===== src/rtl/toggle_burst_arb_if.sv =====
// Request/grant bundle for the two-requester toggle burst arbiter.
// The master side raises requests and burst parameters; the slave side returns grant, status and toggle.
interface toggle_burst_arb_if #(
   parameter int CNT_W = 8,
   parameter int NUM_W = 8
);
   logic [1:0]       req;
   logic [CNT_W-1:0] period0;
   logic [CNT_W-1:0] period1;
   logic [NUM_W-1:0] count0;
   logic [NUM_W-1:0] count1;
   logic [1:0]       gnt;
   logic             busy;
   logic [1:0]       done;
   logic             toggle;

   modport master (
      output req, period0, period1, count0, count1,
      input  gnt, busy, done, toggle
   );

   modport slave (
      input  req, period0, period1, count0, count1,
      output gnt, busy, done, toggle
   );
endinterface


===== src/rtl/toggle_burst_arb.sv =====
// Round-robin arbiter granting one requester a burst of toggle flips at its own half-period.
// Grant is registered one edge after a request; req is a level, dropping it mid-burst aborts the burst.
module toggle_burst_arb #(
   parameter int CNT_W = 8,
   parameter int NUM_W = 8
) (
   input  logic               clk,
   input  logic               rst,
   toggle_burst_arb_if.slave  bus
);
   localparam logic [1:0] S_IDLE = 2'd0;
   localparam logic [1:0] S_RUN  = 2'd1;
   localparam logic [1:0] S_DONE = 2'd2;

   logic [1:0]       state_q, state_d;
   logic [1:0]       gnt_q, gnt_d;
   logic [1:0]       done_q, done_d;
   logic             toggle_q, toggle_d;
   logic             last_q, last_d;
   logic [CNT_W-1:0] cnt_q, cnt_d;
   logic [CNT_W-1:0] per_q, per_d;
   logic [NUM_W-1:0] rem_q, rem_d;

   logic win;
   logic hit;
   logic abort;

   // On a tie the requester not served last wins.
   assign win   = (bus.req == 2'b11) ? ~last_q : bus.req[1];
   assign hit   = (cnt_q == per_q);
   assign abort = ((bus.req & gnt_q) == 2'b00);

   always_comb begin
      state_d  = state_q;
      gnt_d    = gnt_q;
      done_d   = 2'b00;
      toggle_d = toggle_q;
      last_d   = last_q;
      cnt_d    = cnt_q;
      per_d    = per_q;
      rem_d    = rem_q;
      case (state_q)
         S_IDLE: begin
            if (bus.req != 2'b00) begin
               gnt_d   = win ? 2'b10 : 2'b01;
               per_d   = win ? bus.period1 : bus.period0;
               rem_d   = win ? bus.count1 : bus.count0;
               cnt_d   = '0;
               state_d = S_RUN;
            end
         end
         S_RUN: begin
            if (rem_q == '0) begin
               state_d = S_DONE;
               done_d  = gnt_q;
               last_d  = gnt_q[1];
            end else if (hit && (rem_q == NUM_W'(1))) begin
               // Final flip wins over a simultaneous abort.
               toggle_d = ~toggle_q;
               cnt_d    = '0;
               rem_d    = '0;
               state_d  = S_DONE;
               done_d   = gnt_q;
               last_d   = gnt_q[1];
            end else if (abort) begin
               state_d = S_IDLE;
               gnt_d   = 2'b00;
               cnt_d   = '0;
            end else if (hit) begin
               toggle_d = ~toggle_q;
               cnt_d    = '0;
               rem_d    = rem_q - NUM_W'(1);
            end else begin
               cnt_d = cnt_q + CNT_W'(1);
            end
         end
         S_DONE: begin
            state_d = S_IDLE;
            gnt_d   = 2'b00;
         end
         default: begin
            state_d = S_IDLE;
            gnt_d   = 2'b00;
         end
      endcase
   end

   always_ff @(posedge clk or posedge rst) begin
      if (rst) begin
         state_q  <= S_IDLE;
         gnt_q    <= 2'b00;
         done_q   <= 2'b00;
         toggle_q <= 1'b0;
         last_q   <= 1'b1;
         cnt_q    <= '0;
         per_q    <= '0;
         rem_q    <= '0;
      end else begin
         state_q  <= state_d;
         gnt_q    <= gnt_d;
         done_q   <= done_d;
         toggle_q <= toggle_d;
         last_q   <= last_d;
         cnt_q    <= cnt_d;
         per_q    <= per_d;
         rem_q    <= rem_d;
      end
   end

   assign bus.gnt    = gnt_q;
   assign bus.done   = done_q;
   assign bus.toggle = toggle_q;
   assign bus.busy   = (state_q != S_IDLE);
endmodule

===== src/flat_wrapper.sv =====
// flat-port wrapper written by rule: the top's interface ports become plain ports
module toggle_burst_arb_flat 
#(
   parameter int CNT_W = 8,
   parameter int NUM_W = 8
)
  (clk, rst, bus_req, bus_period0, bus_period1, bus_count0, bus_count1, bus_gnt, bus_busy, bus_done, bus_toggle);
  toggle_burst_arb_if #(.CNT_W(CNT_W), .NUM_W(NUM_W)) bus_i ();
  input  logic clk;
  input  logic rst;
  input wire logic [$bits(bus_i.req)-1:0] bus_req;
  input wire logic [$bits(bus_i.period0)-1:0] bus_period0;
  input wire logic [$bits(bus_i.period1)-1:0] bus_period1;
  input wire logic [$bits(bus_i.count0)-1:0] bus_count0;
  input wire logic [$bits(bus_i.count1)-1:0] bus_count1;
  output wire logic [$bits(bus_i.gnt)-1:0] bus_gnt;
  output wire logic [$bits(bus_i.busy)-1:0] bus_busy;
  output wire logic [$bits(bus_i.done)-1:0] bus_done;
  output wire logic [$bits(bus_i.toggle)-1:0] bus_toggle;
  assign bus_i.req = bus_req;
  assign bus_i.period0 = bus_period0;
  assign bus_i.period1 = bus_period1;
  assign bus_i.count0 = bus_count0;
  assign bus_i.count1 = bus_count1;
  assign bus_gnt = bus_i.gnt;
  assign bus_busy = bus_i.busy;
  assign bus_done = bus_i.done;
  assign bus_toggle = bus_i.toggle;
  toggle_burst_arb #(.CNT_W(CNT_W), .NUM_W(NUM_W)) u_core (.clk(clk), .rst(rst), .bus(bus_i));
endmodule

===== config.mk =====
export PLATFORM = sky130hd
export DESIGN_NAME = toggle_burst_arb_flat
export DESIGN_NICKNAME = d
export VERILOG_FILES = /design/src/rtl/toggle_burst_arb_if.sv /design/src/rtl/toggle_burst_arb.sv /design/src/flat_wrapper.sv
export SDC_FILE = /design/constraint.sdc
export NUM_CORES = 1
export LEC_CHECK = 0
export CORE_MARGIN = 2
export CORE_UTILIZATION = 51
export CTS_CLUSTER_DIAMETER = 150
export CTS_CLUSTER_SIZE = 16
export DETAILED_ROUTE_END_ITERATION = 10
export PLACE_DENSITY = 0.79
export SYNTH_ARGS = -nofsm -noshare
export SYNTH_HDL_FRONTEND = slang
export SYNTH_SLANG_ARGS = --single-unit

===== constraint.sdc =====
create_clock -name clk -period 2.6 [get_ports clk]
set_input_delay 0.52 -clock clk [delete_from_list [all_inputs] [get_ports clk]]
set_output_delay 0.52 -clock clk [all_outputs]
set_load 0.005 [all_outputs]

==> results.sh <==
export IMPL_fin_tns_setup_ns=0
export IMPL_drt_iter0_drc=186
export IMPL_crit_chain="nor4_4 -> nand3_2 -> or3_1 -> a21oi_4 -> mux2_1"
export IMPL_numCtsBuffers=5
export IMPL_antennaDiodeCount=0
export IMPL_ys_top_cells_by_area="dfrtp_1 (39%), mux2i_1 (8.1%), nor2_1 (4.5%)"
export IMPL_postCtsSetupBuffers=0
export IMPL_nNetsFinal=298
export IMPL_clk_pin_slew_ns=0.07
export IMPL_netlist_instances=211
export IMPL_cts_root_buf="clkbuf_8"
export IMPL_worstSetupStartpointType="flip-flop"
export IMPL_worst_setup_path_end_kind="flip-flop"
export IMPL_cts_tree="yes"
export IMPL_powerDensity_mw_per_mm2=894
export IMPL_layout_commonest_cell="clkdlybuf4s50_1"
export IMPL_gp_congestion=0.865
export IMPL_rsz0062_at_grt="false"
export IMPL_fp_row_count=22
export IMPL_yosys_area_top_type="dfrtp_1"
export IMPL_regArea_sq_um=802
export IMPL_clk_path_buf_depth=2
export IMPL_power_w=0.00230
export IMPL_syn_area_per_cell_sq_um=9.42
export IMPL_place_ws_ns=0.203
export IMPL_ys_ff_latch=32
export IMPL_async_reset_ff_share_pct=100
export IMPL_vias=1761
export IMPL_r2r_cells=5
export IMPL_layout_common_cells="clkdlybuf4s50_1 (41), dfrtp_1 (31), nor2_1 (24), mux2i_1 (16), a21oi_1 (14)"
export IMPL_worst_skew_pair_late_latency_ns=0.30
export IMPL_synth_yosys_seq_area_share_pct=40.3
export IMPL_core_sq_mm=0.00372
export IMPL_min_to="u_core.bus.toggle"
export IMPL_design_die_area_sq_mm=0.00441
export IMPL_final_cells=307
export IMPL_initial_utilization_pct=53.5
export IMPL_hold_viol=0
export IMPL_crit_slowest_cell="or3_1"
export IMPL_cap_violations=0
export IMPL_timing_final_ws_setup_ns=0.298
export IMPL_final_antenna_net_count=0
export IMPL_synth_top_area_share_pct=39.0
export IMPL_die_height_um=66.4
export IMPL_cp_arrival_ns=2.51
export IMPL_synth_cell_types=52
export IMPL_rr_endpoint="u_core.last_q"
export IMPL_multi_input_area_sq_mm=0.00112
export IMPL_grt_pass1_wl_um=8140
export IMPL_track_usage_pct=24.7
export IMPL_synth_fp_nets=251
export IMPL_status="finished, final reports clean"
export IMPL_synth_edff_count=0
export IMPL_first_global_vias=1779
export IMPL_min_period_ns=2.30
export IMPL_crit_required_ns=2.81
export IMPL_antenna_found_initial=0
export IMPL_tightest_slew_ns=0.499
export IMPL_fill_cells=325
export IMPL_timing_fmax_mhz=434
export IMPL_clock_skew_ns=0.0135
export IMPL_p_sw_w=0.000905
export IMPL_swShare_pct=39.5
export IMPL_worstHoldPathCells=1
export IMPL_layout_drive_gt1_share_pct=13.5
export IMPL_critPathTopFamily="simple AND/OR/NAND/NOR gates"
export IMPL_intPower_w=0.00139
export IMPL_hp_start="u_core.bus.toggle"
export IMPL_r2r_setup_slack_ns=0.30
export IMPL_crit_buf_inv=0
export IMPL_netlist_area_sq_mm=0.00199
export IMPL_grt_max_degree=33
export IMPL_wl_per_cell_um=15.3
export IMPL_finalCritPeriodShare_pct=88.5
export IMPL_power_frac_seq_pct=37.4
export IMPL_die_w_um=66.4
export IMPL_hold_buffers=0
export IMPL_hold_path_class="reg -> reg"
export IMPL_p_leak_nw=1.08
export IMPL_slew_violations=0
export IMPL_setup_viol=0
export IMPL_cts_repair_resized=0
export IMPL_dp_hpwl_um=3400
export IMPL_drc=0
export IMPL_r2r_start="u_core.rem_q[2]"
export IMPL_firstDrtPassIters=4
export IMPL_place_inst=299
export IMPL_syn_to_final_growth_pct=29.1
export IMPL_worstPathMaxFanout=7
export IMPL_slew_headroom_pct=66.5
export IMPL_routed_wl_um=4700
export IMPL_crit_type="reg -> reg"
export IMPL_vias_per_cell=5.74
export IMPL_clockPowerShare_pct=17.4
export IMPL_io_buffers=41
export IMPL_grt_ovfl_total=0
export IMPL_slowest_delay_ns=0.53
export IMPL_clock_sinks=32
export IMPL_max_vdd_ir_drop_v=0.000525
export IMPL_p_comb_share_pct=45.3
export IMPL_ys_warn_count=0
export IMPL_synth_ff_type="dfrtp_1"
export IMPL_htreeDepth=2
export IMPL_ios=42
-- power by group through the flow --
stage          combinational [W]  clock [W]  sequential (W)
2_1_floorplan           0.000747          0        0.000811
3_5_place_dp             0.00103          0        0.000861
5_1_grt                  0.00116   0.000434        0.000880
4_1_cts                  0.00104   0.000407        0.000854
3_3_place_gp             0.00101          0        0.000856
6_report                 0.00104   0.000399        0.000858
-- kinds of logic (layout without fill, tap and decap cells) --
group | after synthesis | after routing | share of synthesized area, %
xor gates and xnor gates | 9 | 9 | 3.96
muxes | 19 | 19 | 9.75
buffers and inverters | 15 | 63 | 3.40
DFF | 32 | 32 | 40.3
adders and majority gates | 4 | 4 | 2.52
AOI/OAI and AO/OA | 59 | 59 | 20.5
and+or+nand+nor | 73 | 73 | 19.6
-- registers in the layout, summed over array words and instances, names as in the netlist --
signal and count:
u_core.last_q 1, u_core.bus.toggle 1, u_core.bus.done 2, u_core.cnt_q 8
u_core.bus.gnt 2, u_core.rem_q 8, u_core.per_q 8, u_core.state_q 2
-- layout make-up --
| cell class | count | area share, % |
|---|---|---|
| Multi-Input combinational cell | 164 | 43.7 |
| Clock buffer | 8 | 3.51 |
| Tap cell | 48 | 2.34 |
| Inverter | 6 | 0.877 |
| Sequential cell | 32 | 31.2 |
| Timing Repair Buffer | 49 | 18.3 |
-- through the flow --
step	util [%]	area, sq um	hold slack, ns
2_1_floorplan	-	1990	0.465
3_3_place_gp	66.7	2480	0.506
3_5_place_dp	66.7	2480	0.507
4_1_cts	69.1	2570	0.517
5_1_grt	69.1	2570	0.529
6_report	69.1	2570	0.498
-- worst max path at each step --
| stage | from | to | slack, ns | cells after the start |
|---|---|---|---|---|
| floorplan | u_core.rem_q[2] | u_core.last_q | 0.58 | 6 |
| global placement | bus_req[1] | u_core.rem_q[0] | 0.24 | 7 |
| detailed placement | bus_req[1] | u_core.rem_q[0] | 0.20 | 7 |
| CTS | u_core.rem_q[2] | u_core.last_q | 0.32 | 5 |
| global route | u_core.rem_q[1] | u_core.cnt_q[0] | 0.18 | 6 |
| finish | u_core.rem_q[2] | u_core.last_q | 0.30 | 5 |
-- cells in the mapped netlist (6+ instances only) --
master    n
a21oi_1  14
o21ai_0  13
dfrtp_1  31
mux2i_1  16
nor3_1    8
o22ai_1   6
nor2_1   24
inv_1     6
nand2_1  10
xnor2_1   8
-- per-layer routing --
layer,vias to the layer above,wire length [um],global-route usage [%]
li1,868,-,-
met1,835,1950,30.4
met2,51,2400,40.9
met3,7,265,5.79
met4,0,89,10.7
met5,-,0,0
-- worst reg2reg max path, delay by kind of cell, from the launching register on --
kind | cells | cell delay [ns]
AO/OA/AOI/OAI | 1 | 0.24
AND/OR/NAND/NOR | 3 | 1.16
multiplexers | 1 | 0.34
flip-flops | 1 | 0.48
No activity file was read; power rests on OpenSTA's default activity.
